[config.mk]
export PLATFORM = sky130hd
export DESIGN_NAME = ysyx_22050710_sram_rd_arbiter
export DESIGN_NICKNAME = d
export VERILOG_FILES = /design/src/rtl/ysyx_22050710_sram_rd_arbiter_pkg.sv /design/src/rtl/ysyx_22050710_rr_arb2.sv /design/src/rtl/ysyx_22050710_sram_rd_arbiter.sv
export SDC_FILE = /design/constraint.sdc
export NUM_CORES = 1
export LEC_CHECK = 0
export BUFFER_PORTS_ARGS = -buffer_cell sky130_fd_sc_hd__buf_4
export CORE_AREA = 2 2 117 119
export DETAILED_ROUTE_END_ITERATION = 10
export DIE_AREA = 0 0 119 121
export GPL_TIMING_DRIVEN = 0
export SYNTH_ARGS = -nofsm -noshare
export SYNTH_HDL_FRONTEND = slang
export SYNTH_HIERARCHICAL = 1
export SYNTH_SLANG_ARGS = --single-unit
[constraint.sdc]
create_clock -name i_clk -period 3.6 [get_ports i_clk]
set_input_delay 0 -clock i_clk [delete_from_list [all_inputs] [get_ports i_clk]]
set_output_delay 0 -clock i_clk [all_outputs]
set_load 0.1 [all_outputs]
[src/rtl/ysyx_22050710_sram_rd_arbiter_pkg.sv]
// Shared types for the instruction-SRAM read arbiter: sequencer state and response owner.
package ysyx_22050710_sram_rd_arbiter_pkg;

  typedef enum logic {
    StIdle = 1'b0,
    StResp = 1'b1
  } state_e;

  typedef enum logic {
    OwnerIfu = 1'b0,
    OwnerLsu = 1'b1
  } owner_e;

endpackage

[src/rtl/ysyx_22050710_rr_arb2.sv]
// Two-way round-robin grant; a tie goes to the requester that did not win last.
module ysyx_22050710_rr_arb2
  import ysyx_22050710_sram_rd_arbiter_pkg::*;
(
  input  logic       i_en,
  input  logic       i_valid0,
  input  logic       i_valid1,
  input  owner_e     i_last_grant,
  output logic [1:0] o_grant
);

  always_comb begin
    o_grant = 2'b00;
    if (i_en) begin
      o_grant[0] = i_valid0 & (~i_valid1 | (i_last_grant == OwnerLsu));
      o_grant[1] = i_valid1 & (~i_valid0 | (i_last_grant == OwnerIfu));
    end
  end

endmodule

[src/rtl/ysyx_22050710_sram_rd_arbiter.sv]
// Shares the single SRAM read port between IFU and LSU; one response outstanding at a time,
// 1-cycle read latency, back-to-back reads when the owner accepts its response immediately.
module ysyx_22050710_sram_rd_arbiter
  import ysyx_22050710_sram_rd_arbiter_pkg::*;
#(
  parameter int unsigned SRAM_ADDR_WD = 32,
  parameter int unsigned SRAM_DATA_WD = 64
) (
  input  logic                    i_clk,
  input  logic                    i_rst_n,
  input  logic                    i_ifu_req_valid,
  output logic                    o_ifu_req_ready,
  input  logic [SRAM_ADDR_WD-1:0] i_ifu_addr,
  output logic                    o_ifu_resp_valid,
  input  logic                    i_ifu_resp_ready,
  output logic [SRAM_DATA_WD-1:0] o_ifu_rdata,
  input  logic                    i_ifu_flush,
  input  logic                    i_lsu_req_valid,
  output logic                    o_lsu_req_ready,
  input  logic [SRAM_ADDR_WD-1:0] i_lsu_addr,
  output logic                    o_lsu_resp_valid,
  input  logic                    i_lsu_resp_ready,
  output logic [SRAM_DATA_WD-1:0] o_lsu_rdata,
  output logic                    o_sram_ren,
  output logic [SRAM_ADDR_WD-1:0] o_sram_addr,
  input  logic [SRAM_DATA_WD-1:0] i_sram_rdata
);

  state_e     state_q, state_d;
  owner_e     owner_q, owner_d;
  owner_e     last_grant_q, last_grant_d;
  logic       owner_resp_ready;
  logic       ifu_flushed;
  logic       slot_free;
  logic       arb_en;
  logic [1:0] grant;

  assign owner_resp_ready = (owner_q == OwnerIfu) ? i_ifu_resp_ready : i_lsu_resp_ready;
  assign ifu_flushed      = (state_q == StResp) & (owner_q == OwnerIfu) & i_ifu_flush;
  assign slot_free        = (state_q == StIdle) | ((state_q == StResp) & owner_resp_ready) |
                            ifu_flushed;
  // Outputs must read 0 while reset is held, including the combinational readies.
  assign arb_en           = slot_free & i_rst_n;

  ysyx_22050710_rr_arb2 u_rr_arb2 (
    .i_en         (arb_en),
    .i_valid0     (i_ifu_req_valid),
    .i_valid1     (i_lsu_req_valid),
    .i_last_grant (last_grant_q),
    .o_grant      (grant)
  );

  always_ff @(posedge i_clk or negedge i_rst_n) begin
    if (!i_rst_n) begin
      state_q      <= StIdle;
      owner_q      <= OwnerIfu;
      last_grant_q <= OwnerLsu;
    end else begin
      state_q      <= state_d;
      owner_q      <= owner_d;
      last_grant_q <= last_grant_d;
    end
  end

  always_comb begin
    state_d      = state_q;
    owner_d      = owner_q;
    last_grant_d = last_grant_q;
    if (|grant) begin
      state_d      = StResp;
      owner_d      = grant[1] ? OwnerLsu : OwnerIfu;
      last_grant_d = owner_d;
    end else if (slot_free) begin
      state_d = StIdle;
    end
  end

  always_comb begin
    // Readies look only at the other requester's valid so neither depends on its own valid.
    o_ifu_req_ready = arb_en & (~i_lsu_req_valid | (last_grant_q == OwnerLsu));
    o_lsu_req_ready = arb_en & (~i_ifu_req_valid | (last_grant_q == OwnerIfu));

    o_sram_ren = |grant;
    unique case (grant)
      2'b01:   o_sram_addr = i_ifu_addr;
      2'b10:   o_sram_addr = i_lsu_addr;
      default: o_sram_addr = '0;
    endcase

    o_ifu_resp_valid = (state_q == StResp) & (owner_q == OwnerIfu) & ~i_ifu_flush;
    o_lsu_resp_valid = (state_q == StResp) & (owner_q == OwnerLsu);
    o_ifu_rdata      = o_ifu_resp_valid ? i_sram_rdata : '0;
    o_lsu_rdata      = o_lsu_resp_valid ? i_sram_rdata : '0;
  end

endmodule

==> results.md <==
* Status: finished clean
* Layout cell share with drive strength beyond 1 at 0.5622
* DP HPWL at 8687 um
* Sw Share at 0.6916
* Post-DP Area at 4111 um2
* Die Ht at 121 um
* Leakage at 2.418 nW
* Seq pwr share at 0.028
* Worst path cell trace: clkbuf_1 -> nand3b_1 -> o211a_1 -> nand2_1 -> a21oi_1 -> inv_1 -> ha_1 -> clkbuf_1 -> a22oi_1 -> nor2b_1 -> buf_4
* NetSw at 0.001326 W
* Top cells by count, synth: 65 x and2_1, 64 x and3_1, 32 x a22oi_1, 32 x nor2b_1, 23 x clkbuf_1
* RSZ-0062 raised after global routing: no
* Largest stage delay, worst path at 0.44 ns
* Largest family of logic cells by synthesized area: simple AND/OR/NAND/NOR gates
* 1st-iter DRT viols at 66
* Hold Vio Cnt, Final at 0
* Nets at 694
* Yosys warnings at 6
* Hold path start: i_ifu_resp_ready
* N_diodes at 0
* RePlAce Congestion at 0.7822
* Flops & latches, synth at 3
* Clk slew on worst S/H paths at 0.03 ns
* Initial Util at 0.1258
* DRC Markers at 0
* Crit path max-delay cell type: clkbuf_1
* CP max FO at 10
* Hold endpoint: state_q$_DFFE_PN0P_
* Slew Limit Fails at 0
* Netlist cell types at 20
* Final design area excluding fillers at 4200 um2
* Adder-cell share of the synthesized area at 0.02280
* CP arrival at 3.11 ns
* Gate power share at 0.880
* # IOs at 300
* Post-synthesis mux area share at 0
* Via Count at 2992
* Internal power at 0.0005912 W
* Register area share after synthesis at 0.04635
* H-tree depth at 1
* Area leader, netlist: and2_1
* Synth Area in Compound Gates at 0.1763
* Grt ovf at 0
* Worst setup EP type: primary output
* Reg2Reg Depth at 9
* DRT antenna net count at 0
* Max Cap Viol at 0
* CTS buffer count at 3
* Area grow syn2layout at 155.1%
* Clk_lat worst skew at 0.22 ns
* Vias in the first global route at 2848
* CTS tree: built
* Post-synth ARST share at 1.000
* DR WL/cell at 13.88 um
* Clock root buffer: clkbuf_16
* Initial antenna violation count at 0
* Largest net degree at the start of global routing at 11
* Clock share of power at 0.092
* Hold depth at 2
* Clk_skew at 0.0004860 ns
* DRT Pass-1 Iters at 4
* R2R Path Start: state_q$_DFFE_PN0P_
* Critical path class: register to primary output
* IO buf count at 299
* Die X-Extent at 119 um
* Mapped Area at 1647 um2
* Worst Hold Class: primary input to register
* Setup violators final at 0
* Setup TNS at 0 ns
* Simple-gate portion of the synthesized area at 0.6467
* R2R Setup Slk at 1.45 ns
* Top-area cell type share of the netlist area at 0.2470
* F_max at 321.9 MHz
* Core area at 13090 um2
* Final critical-path required period at 3.107 ns
* CP bufs+invs at 4
* Rel. slew slack at 0.6502
* XOR/XNOR Fraction of Synth Area at 0
* Final wirelength at 10150 um
* Top cells by area, synth: and2_1 25%, and3_1 24%, a22oi_1 15%, nor2b_1 12%, clkbuf_1 5.2%
* Worst-Margin Slew at 0.5246 ns
* CP delay by family, top: buffers and inverters
* Worst vdd ir at 0.1311 mV
* Crit path launch type: register
* Synthesized Nets at 389
* Die footprint at 14400 um2
* PD cells at 456.4 nW/um2
* Final Cycle Share at 0.8629
* Vias per Instance at 4.093
* Clock buffer depth at 2
* First-pass GRT wire length at 15170 um
* Number of cell rows at 42
* Mapped Cells at 251
* Post-synth EDFFs at 0
* Required time of the worst setup path at 3.60 ns
* Avg Inst Size Synth at 6.560 um2
* Main synth FF type: dfrtp_1
* Top cell by count, worst path: clkbuf_1
* Worst R2R End: owner_q$_DFFE_PN0P_
* GRT Total Usage at 0.1278
* Most frequent cell after synthesis: and2_1
* CTS sink count at 3
-- worst max path at each step --
stage                        startpoint              end  slack [ns]  cells past startpoint
global route        owner_q$_DFFE_PN0P_  o_sram_addr[14]        0.08                     11
global placement    owner_q$_DFFE_PN0P_  o_sram_addr[16]        0.66                     11
CTS                 owner_q$_DFFE_PN0P_  o_sram_addr[16]        0.34                     11
floorplan           owner_q$_DFFE_PN0P_   o_sram_addr[0]        0.41                      9
finish              state_q$_DFFE_PN0P_   o_sram_addr[9]        0.49                     11
detailed placement  owner_q$_DFFE_PN0P_   o_sram_addr[9]        0.58                     11
-- flip-flops by register name, summed over array words and instances, names as in the netlist --
register      count
owner_q           1
last_grant_q      1
state_q           1
-- through the flow --
stage	util	worst slack (ns)	total power [W]	hold WS (ns)	std cells
floorplan	-	0.4130	0.001323	-0.2956	251
global placement	0.3142	0.6571	0.001738	-0.1969	726
global route	0.3210	0.07847	0.001996	0.04590	731
detailed placement	0.3142	0.5754	0.001748	-0.1952	726
finish	0.3210	0.4934	0.001917	0.02609	731
CTS	0.3210	0.3385	0.001931	0.03724	731
-- cells in the final DEF (no fill, tap or decap) --
master         count
buf_6              6
clkbuf_1          24
dfrtp_1            2
nand3b_1           1
a21oi_1            2
o2111a_1           2
dlygate4sd3_1      1
o211ai_1           1
nor2b_1           32
buf_2              1
a22oi_1           32
or3b_4             1
inv_2              1
o211a_1            1
dfstp_2            1
nand2b_1           2
and3_1            64
nand2_1            7
and2_1            65
ha_1               3
inv_1              4
buf_4            299
clkbuf_16          3
-- power groups by stage --
| stage | Combinational, W | Sequential (W) | Clock [W] |
|---|---|---|---|
| global route | 0.00176 | 0.0000556 | 0.000184 |
| detailed placement | 0.00169 | 0.0000538 | 0 |
| CTS | 0.00170 | 0.0000535 | 0.000180 |
| floorplan | 0.00127 | 0.0000494 | 0 |
| global placement | 0.00168 | 0.0000535 | 0 |
| finish | 0.00169 | 0.0000529 | 0.000176 |
-- what timing repair did --
action                                 4_1_cts  5_1_grt
endpoints found under the hold margin        3        0
hold buffers                                 1        0
buffers inserted                             0        0
resized for setup                            0        0
-- final cells by class --
class                           count  area [um2]
Clock buffer                        4       78.83
Buffer                             30       158.9
Timing Repair Buffer              300        2255
Inverter                            5       18.77
Multi-Input combinational cell    213        1393
Fill cell                        1394        8885
Tap cell                          176       220.2
Sequential cell                     3       76.32
-- cells by family (layout without fill, tap and decap cells) --
logic type      count (synthesis)  after routing
compound gates                 38             38
fa+ha+maj                       3              3
buf+inv                        35            339
flops                           3              3
simple gates                  172            172
-- worst reg2reg max path, stage by stage, from the launching register on --
cell and delay (ns):
dfrtp_1 0.39, clkbuf_1 0.44, nand3b_1 0.32, o211a_1 0.23, nand2_1 0.06, a21oi_1 0.06
inv_1 0.09, ha_1 0.24, nand2b_1 0.15, nand2_1 0.05
-- layer usage --
layer | routed length [um] | global-route usage | vias to the layer above
met5 | 0 | 0 | -
li1 | - | - | 1472
met1 | 3876 | 0.1508 | 1338
met2 | 5218 | 0.2381 | 175
met4 | 59 | 0.01786 | 0
met3 | 990 | 0.03102 | 7
Note: power is estimated with default switching activity, not from simulation.
